--- src/rtl/rr_arb_mux_if.sv ---
// Handshake bundle for rr_arb_mux: N_IN producer channels in, one registered beat out.
// The master view is the producers-plus-consumer side; the slave view is the arbiter itself.
interface rr_arb_mux_if #(
  parameter int N_IN  = 4,
  parameter int WIDTH = 32
);
  localparam int SRC_W = (N_IN > 1) ? $clog2(N_IN) : 1;

  logic [N_IN*WIDTH-1:0] in_data;
  logic [N_IN-1:0]       in_valid;
  logic [N_IN-1:0]       in_last;
  logic [N_IN-1:0]       in_ready;
  logic [WIDTH-1:0]      out_data;
  logic                  out_last;
  logic [SRC_W-1:0]      out_src;
  logic                  out_valid;
  logic                  out_ready;

  modport master (
    output in_data, in_valid, in_last, out_ready,
    input  in_ready, out_data, out_last, out_src, out_valid
  );

  modport slave (
    input  in_data, in_valid, in_last, out_ready,
    output in_ready, out_data, out_last, out_src, out_valid
  );
endinterface

--- src/rtl/rr_arb_mux.sv ---
// Round-robin arbitrating mux with burst locking and a one-entry registered output stage.
// Grant is locked to a channel from its first non-last beat until its last beat is accepted.
module rr_arb_mux #(
  parameter int N_IN  = 4,
  parameter int WIDTH = 32
) (
  input logic        clk,
  input logic        rst,
  rr_arb_mux_if.slave bus
);
  localparam int SRC_W = (N_IN > 1) ? $clog2(N_IN) : 1;

  typedef enum logic {UNLOCKED, LOCKED} state_e;

  state_e           state_q, state_d;
  logic [SRC_W-1:0] ptr_q, ptr_d;
  logic [SRC_W-1:0] lch_q, lch_d;
  logic [SRC_W-1:0] src_q, src_d;
  logic [WIDTH-1:0] data_q, data_d;
  logic             last_q, last_d;
  logic             valid_q, valid_d;

  logic [SRC_W-1:0] grant;
  logic             grant_vld;
  logic             can_accept;
  logic             xfer;
  logic [N_IN-1:0]  ready;

  // Explicit wrap so non-power-of-2 channel counts never produce an out-of-range index.
  function automatic logic [SRC_W-1:0] wrap_inc(input logic [SRC_W-1:0] i);
    if (int'(i) >= N_IN - 1) return '0;
    else return i + 1'b1;
  endfunction

  assign can_accept = !valid_q || bus.out_ready;

  always_comb begin
    logic [SRC_W-1:0] idx;
    int               c;
    grant     = lch_q;
    grant_vld = 1'b0;
    idx       = '0;
    c         = 0;
    if (state_q == LOCKED) begin
      grant_vld = 1'b1;
    end else begin
      for (int k = 0; k < N_IN; k++) begin
        c = int'(ptr_q) + k;
        if (c >= N_IN) c = c - N_IN;
        idx = SRC_W'(c);
        if (!grant_vld && bus.in_valid[idx]) begin
          grant     = idx;
          grant_vld = 1'b1;
        end
      end
    end
  end

  // A locked channel is offered ready even while it idles, so the burst resumes without a bubble.
  always_comb begin
    ready = '0;
    if (!rst && grant_vld && can_accept &&
        (state_q == LOCKED || bus.in_valid[grant]))
      ready[grant] = 1'b1;
  end

  assign xfer         = |(ready & bus.in_valid);
  assign bus.in_ready = ready;

  always_comb begin
    state_d = state_q;
    ptr_d   = ptr_q;
    lch_d   = lch_q;
    src_d   = src_q;
    data_d  = data_q;
    last_d  = last_q;
    valid_d = valid_q;
    if (xfer) begin
      data_d  = bus.in_data[grant*WIDTH +: WIDTH];
      last_d  = bus.in_last[grant];
      src_d   = grant;
      valid_d = 1'b1;
      if (bus.in_last[grant]) begin
        state_d = UNLOCKED;
        ptr_d   = wrap_inc(grant);
      end else begin
        state_d = LOCKED;
        lch_d   = grant;
      end
    end else if (valid_q && bus.out_ready) begin
      valid_d = 1'b0;
    end
  end

  always_ff @(posedge clk) begin
    if (rst) begin
      state_q <= UNLOCKED;
      ptr_q   <= '0;
      lch_q   <= '0;
      src_q   <= '0;
      data_q  <= '0;
      last_q  <= 1'b0;
      valid_q <= 1'b0;
    end else begin
      state_q <= state_d;
      ptr_q   <= ptr_d;
      lch_q   <= lch_d;
      src_q   <= src_d;
      data_q  <= data_d;
      last_q  <= last_d;
      valid_q <= valid_d;
    end
  end

  assign bus.out_data  = data_q;
  assign bus.out_last  = last_q;
  assign bus.out_src   = src_q;
  assign bus.out_valid = valid_q;
endmodule

--- src/flat_wrapper.sv ---
// flat-port wrapper written by rule: the top's interface ports become plain ports
module rr_arb_mux_flat 
#(
  parameter int N_IN  = 4,
  parameter int WIDTH = 32
)
  (clk, rst, bus_in_data, bus_in_valid, bus_in_last, bus_out_ready, bus_in_ready, bus_out_data, bus_out_last, bus_out_src, bus_out_valid);
  rr_arb_mux_if #(.N_IN(N_IN), .WIDTH(WIDTH)) bus_i ();
  input logic clk;
  input logic rst;
  input wire logic [$bits(bus_i.in_data)-1:0] bus_in_data;
  input wire logic [$bits(bus_i.in_valid)-1:0] bus_in_valid;
  input wire logic [$bits(bus_i.in_last)-1:0] bus_in_last;
  input wire logic [$bits(bus_i.out_ready)-1:0] bus_out_ready;
  output wire logic [$bits(bus_i.in_ready)-1:0] bus_in_ready;
  output wire logic [$bits(bus_i.out_data)-1:0] bus_out_data;
  output wire logic [$bits(bus_i.out_last)-1:0] bus_out_last;
  output wire logic [$bits(bus_i.out_src)-1:0] bus_out_src;
  output wire logic [$bits(bus_i.out_valid)-1:0] bus_out_valid;
  assign bus_i.in_data = bus_in_data;
  assign bus_i.in_valid = bus_in_valid;
  assign bus_i.in_last = bus_in_last;
  assign bus_i.out_ready = bus_out_ready;
  assign bus_in_ready = bus_i.in_ready;
  assign bus_out_data = bus_i.out_data;
  assign bus_out_last = bus_i.out_last;
  assign bus_out_src = bus_i.out_src;
  assign bus_out_valid = bus_i.out_valid;
  rr_arb_mux #(.N_IN(N_IN), .WIDTH(WIDTH)) u_core (.clk(clk), .rst(rst), .bus(bus_i));
endmodule
--- config.mk ---
export PLATFORM = sky130hd
export DESIGN_NAME = rr_arb_mux_flat
export DESIGN_NICKNAME = d
export VERILOG_FILES = /design/src/rtl/rr_arb_mux_if.sv /design/src/rtl/rr_arb_mux.sv /design/src/flat_wrapper.sv
export SDC_FILE = /design/constraint.sdc
export NUM_CORES = 1
export LEC_CHECK = 0
export BUFFER_PORTS_ARGS = -buffer_cell sky130_fd_sc_hd__buf_2
export CAP_MARGIN = 15
export CORE_MARGIN = 2
export CORE_UTILIZATION = 35
export DETAILED_ROUTE_END_ITERATION = 8
export PLACE_DENSITY = 0.66
export SYNTH_ARGS = -nofsm -noshare
export SYNTH_HDL_FRONTEND = slang
export SYNTH_SLANG_ARGS = --single-unit
--- constraint.sdc ---
create_clock -name clk -period 4.65 [get_ports clk]
set_input_delay 1.1625 -clock clk [delete_from_list [all_inputs] [get_ports clk]]
set_output_delay 1.1625 -clock clk [all_outputs]
set_load 0.05 [all_outputs]
; ---- Yosys cells after proc, flatten, opt, wreduce, memory -nomap -nowiden
; Index checks and enable logic that the tools add are counted.
[op_classes]
add_sub_neg = 8
magnitude_cmp = 11
shifts = 1
muxes = 40
bitwise_logic = 2
n_reduce_logical = 19
[op_table]
columns = cell, count
row1 = variable part select 128 x 8 -> 32 bit, 1
row2 = 2-to-1 mux 2 bit, 14
row3 = 2-to-1 mux 1 bit, 18
row4 = "less-than comparator 2 x 3 -> 1 bit, second input constant", 5
row5 = binary-select mux 1 bit (select 2 bit), 6
row6 = "greater-or-equal comparator 3 bit, second input constant", 3
row7 = logical AND 1 bit, 8
row8 = "subtractor 2 x 1 -> 2 bit, second input constant", 4
row9 = "adder 2 x 2 -> 3 bit, second input constant", 2
row10 = zero test 1 bit, 5
row11 = bitwise AND 4 bit, 1
row12 = 2-to-1 mux 4 bit, 1
row13 = AND reduction 2 bit, 2
row14 = OR reduction 4 bit, 1
row15 = "adder 2 x 1 -> 3 bit, second input constant", 1
row16 = "greater-or-equal comparator 2 x 3 -> 1 bit, second input constant", 1
row17 = "adder 2 x 1 -> 2 bit, second input constant", 1
row18 = demux 1 bit (select 2 bit), 1
row19 = "greater-or-equal comparator 2 x 1 -> 1 bit, second input constant", 1
row20 = "greater-or-equal comparator 2 bit, second input constant", 1
row21 = logical OR 1 bit, 2
row22 = nonzero test 2 bit, 1
row23 = NOT 1 bit, 1
[word_totals]
ff_bits = 41
input_bits = 139
word_cells = 88

; ---- Logic depth before layout (Yosys ltp)
[logic_depth]
word_depth = 27
depth_mapped = 19
depth_no_buf = 13

; ---- Worst setup path before layout
; Ideal clock, no wire load.
[synth_timing]
path_type = input to output
from = input bus_in_valid[0]
to = output bus_in_ready[1]
arrival_time_ns = 3.628
required_time_ns = 3.488
slack_ns = -0.140
cell_stages = 10
n_path_buf = 3
cell_sequence = buf_4 -> nor2b_1 -> mux2i_1 -> o211ai_1 -> o221a_1 -> o31a_1 -> inv_2 -> buf_2 -> buf_1 -> nor3_1
[synth_between]
elab_chain_cells = 21
[synth_lines]
columns = item, line_no
row1 = start: declaration, flat_wrapper.sv:12  ; input wire logic [$bits(bus_i.in_valid)-1:0] bus_in_valid;
row2 = binary-select mux 1 bit (select 2 bit), rr_arb_mux.sv:51  ; if (!grant_vld && bus.in_valid[idx]) begin
row3 = 2-to-1 mux 1 bit (implied by the code), rr_arb_mux.sv:51
row4 = 2-to-1 mux 1 bit, rr_arb_mux.sv:51
row5 = 2-to-1 mux 1 bit, rr_arb_mux.sv:44  ; if (state_q == LOCKED) begin
row6 = zero test 1 bit, rr_arb_mux.sv:51
row7 = logical AND 1 bit, rr_arb_mux.sv:51
row8 = 2-to-1 mux 1 bit, rr_arb_mux.sv:51
row9 = 2-to-1 mux 1 bit, rr_arb_mux.sv:44
row10 = [... 5 more ...], --
row11 = logical AND 1 bit, rr_arb_mux.sv:51
row12 = 2-to-1 mux 2 bit, rr_arb_mux.sv:51
row13 = 2-to-1 mux 2 bit, rr_arb_mux.sv:44
row14 = less-than comparator 2 x 3 -> 1 bit (implied by the code) (tied with other cells), rr_arb_mux.sv:64  ; ready[grant] = 1'b1;
row15 = logical AND 1 bit (implied by the code) / 2-to-1 mux 1 bit (equally long branches), "rr_arb_mux.sv:64, rr_arb_mux.sv:63"
row16 = 2-to-1 mux 1 bit (implied by the code) / logical OR 1 bit (equally long branches), "rr_arb_mux.sv:64, rr_arb_mux.sv:63"
row17 = demux 1 bit (select 2 bit) / logical AND 1 bit (equally long branches), --
row18 = 2-to-1 mux 4 bit (*), rr_arb_mux.sv:62  ; if (!rst && grant_vld && can_accept &&
row19 = end: declaration, flat_wrapper.sv:15  ; output wire logic [$bits(bus_i.in_ready)-1:0] bus_in_ready;
; Every way passes the cells marked *; elsewhere a longest branch is shown, timed or not. The select of a mux whose other input is x is not followed.

; ---- Worst setup path in the final report
[layout_timing]
from = input bus_in_valid[0]
to = output bus_in_ready[0]
; The elaborated chain is that of the path after synthesis.

==> metrics <==
commonest non-fill, non-tap cell in the layout buf_2; share of synthesized area occupied by flip-flops and latches 0.2615; number of cell instances on the worst register-to-register path 11; measured slew at the worst slew-check pin 0.7134 ns; number of enable flip-flop cells after synthesis 0; Clock Sink Count 41; Power per Cell Area 665.3 mW/mm2; proportion of synthesized flip-flops having asynchronous set or reset 0; layout cells sized above 1 0.3746; setup violation total in the final timing report 0; vias per cell 5.117; area share of the leading cell type in the synthesized netlist 0.2615; clk_skew a little over 0.008 ns; global placement routability congestion 0.8618; clock network latency to the later pin of the worst-skew pair 0.29 ns; commonest non-fill, non-tap cells in the layout 175 x buf_2, 103 x nand2_1, 102 x nor2_1; detailed-placement wirelength estimate 7.323 mm; capture point of the critical path bus_in_ready[0]; via count of the routed design 3,776; ant diodes 0; Slew Limit Headroom 0.5244; maximum number of buffers from clock root to sink 2; syn_area_per_cell around 6.6 um2; pin count of the biggest net entering global routing 68; number of endpoints with negative hold slack in the final report 0; min-delay worst type flip-flop to flip-flop; clock transition at the registers of the reported paths around 0.080 ns; total CTS buffers 5; TritonCTS clock tree done; wirelength, routed 9.685 mm; DRC violation total after the first TritonRoute iteration around 120; largest driver fanout on the critical path 11; launch instance of the worst register-to-register path u_core.ptr_q[0]; critical setup path kind input port to output port; endpoint kind of the worst setup timing path output port; number of global-route vias before repair 3,352; placeable core region ~0.0087 mm2; H-tree level count 2; hold bufs inserted after CTS 0; Synth Register Bits 41; run status completed; average wire length per cell after detail routing 13.12 um; number of nets in the final layout 771; width of the die ~99 um; area enclosed by the die boundary 0.009743 mm2; number of max-slew violations in the final report 0; Final ANT Viol Nets 0; area growth from synthesis to final layout 32.76%; number of port buffers between 150 and 200; maximum vdd ir drop 0.3666 mV; largest cells by area after synthesis dfxtp_1 26%, nand2_1 12%, nor2_1 12%; endpoint of the worst register-to-register path u_core.lch_q[1]; Post-Route Utilization 0.4779; CTS Root Cell clkbuf_8; leakage power figure 2.017 nW; global-route wire length before repair ~15 mm; required time of the critical path 3.49 ns; total global-route track usage 0.1916; ys flop type dfxtp_1; unrepaired setup endpoints after global routing false; total number of placement rows 34; post-synthesis cell count 475; sum of overflow across all layers after global routing 0; CP startpoint kind input port; mapped cell area 0.003139 mm2; warnings from Yosys 0; Starting Density 0.3600; 1st-pass router iterations 4; cell type with the highest aggregate area in the netlist dfxtp_1; final period demand of the worst path around 4.5 ns; data arrival time of the worst path 3.34 ns; number of fill cells in the layout 902; setup total negative slack 0 ns; chip height 98.71 um; count of max-cap constraint violations 0; slack of the worst reg-to-reg path around 1.2 ns; number of antenna violations at the first check in global routing 0; net count after synthesis about 620; share of the cycle needed by the critical path after routing 0.9680; maximum clock frequency about 0.22 GHz; io pins 179; number of distinct library cells after synthesis 54; CP startpoint bus_in_valid[0]; number of design rule violations left after detail routing 0
logic make-up after synthesis:
family	count (synthesis)	share of synthesized area
AO/OA/AOI/OAI	104	0.2539
adder cells (fa/ha/maj)	2	0.007970
buffers and inverters	50	0.07891
flip-flops	41	0.2615
multiplexers	11	0.03587
AND/OR/NAND/NOR	267	0.3619
report_power, final:
group          leakage (nW)  switching, mW  internal [mW]
Sequential            0.334         0.0886          0.467
Combinational          1.63           1.34          0.603
Clock                0.0540          0.119          0.156
worst max-delay path, stage by stage:
cell	delay, ns
clkbuf_4	0.17
nor2b_1	0.27
mux2i_1	0.12
o221a_1	0.26
o31a_2	0.41
inv_2	0.10
nand2_1	0.05
a31oi_1	0.20
a21boi_1	0.21
and2_2	0.16
clkbuf_4	0.22
worst min-delay path by stage:
stage                                       start                 endpoint  slack (ns)  cells after the start
after global routing      u_core.bus.out_data[12]  u_core.bus.out_data[12]        0.47                      2
final                     u_core.bus.out_data[21]  u_core.bus.out_data[21]        0.45                      2
after global placement     u_core.bus.out_data[8]   u_core.bus.out_data[8]        0.44                      2
after CTS                 u_core.bus.out_data[21]  u_core.bus.out_data[21]        0.45                      2
after detailed placement  u_core.bus.out_data[21]  u_core.bus.out_data[21]        0.44                      2
after floorplan                   u_core.lch_q[0]          u_core.lch_q[0]        0.53                      3
cells in the mapped netlist, types with 2 or more instances:
library cell,count
a21oi_1,31
a21oi_2,10
a31oi_1,4
and2_1,4
buf_1,5
buf_2,11
buf_4,2
buf_6,3
clkbuf_1,19
dfxtp_1,41
ha_1,2
inv_1,5
inv_2,4
mux2_2,2
mux2i_1,9
nand2_1,103
nand2b_1,2
nand3_1,34
nor2_1,103
nor2_2,2
nor2b_1,5
nor3_1,2
o2111ai_1,2
o211ai_1,25
o211ai_2,11
o21ai_0,3
o21ai_1,2
or2_1,2
or4_1,2
per-stage QoR:
stage | setup WS (ns) | hold slack (ns) | instance area (um2) | power, mW | std cells
5_1_grt | 0.03067 | 0.4688 | 4168 | 3.036 | 738
2_1_floorplan | 0.06894 | 0.5349 | 3148 | 2.111 | 475
6_report | 0.1486 | 0.4530 | 4168 | 2.773 | 738
3_5_place_dp | 0.08634 | 0.4435 | 4056 | 2.524 | 731
4_1_cts | 0.07951 | 0.4548 | 4160 | 2.809 | 738
3_3_place_gp | 0.1443 | 0.4397 | 4056 | 2.504 | 731
per-layer routing:
| layer | up-vias | global-route usage | routed length [um] |
|---|---|---|---|
| met5 | - | 0 | 0 |
| met2 | 131 | 0.3281 | 4761 |
| met4 | 0 | 0.06112 | 176 |
| li1 | 1922 | - | - |
| met3 | 17 | 0.03830 | 584 |
| met1 | 1706 | 0.2427 | 4162 |
registers in the layout, summed over array words and instances (netlist names):
register and cells:
u_core.state_q 1, u_core.bus.out_last 1, u_core.ptr_q 2, u_core.bus.out_src 2, u_core.lch_q 2, u_core.bus.out_valid 1, u_core.bus.out_data 32
layout make-up:
type / instances / area [um2] / share of cell area
multi-input combinational: 384 / 2081 / 0.4993
timing repair buffer: 189 / 993.5 / 0.2384
clock buffer: 5 / 68.82 / 0.01651
sequential: 41 / 820.8 / 0.1969
inverter: 9 / 33.78 / 0.008106
clock inverter: 2 / 35.03 / 0.008406
tap: 108 / 135.1 / 0.03242
repair_timing:
| action | in CTS | in global routing |
|---|---|---|
| resized for setup | 0 | 4 |
| setup endpoints to repair | 0 | 2 |
| setup buffers | 0 | 0 |
(Power assumes the default switching activity.)
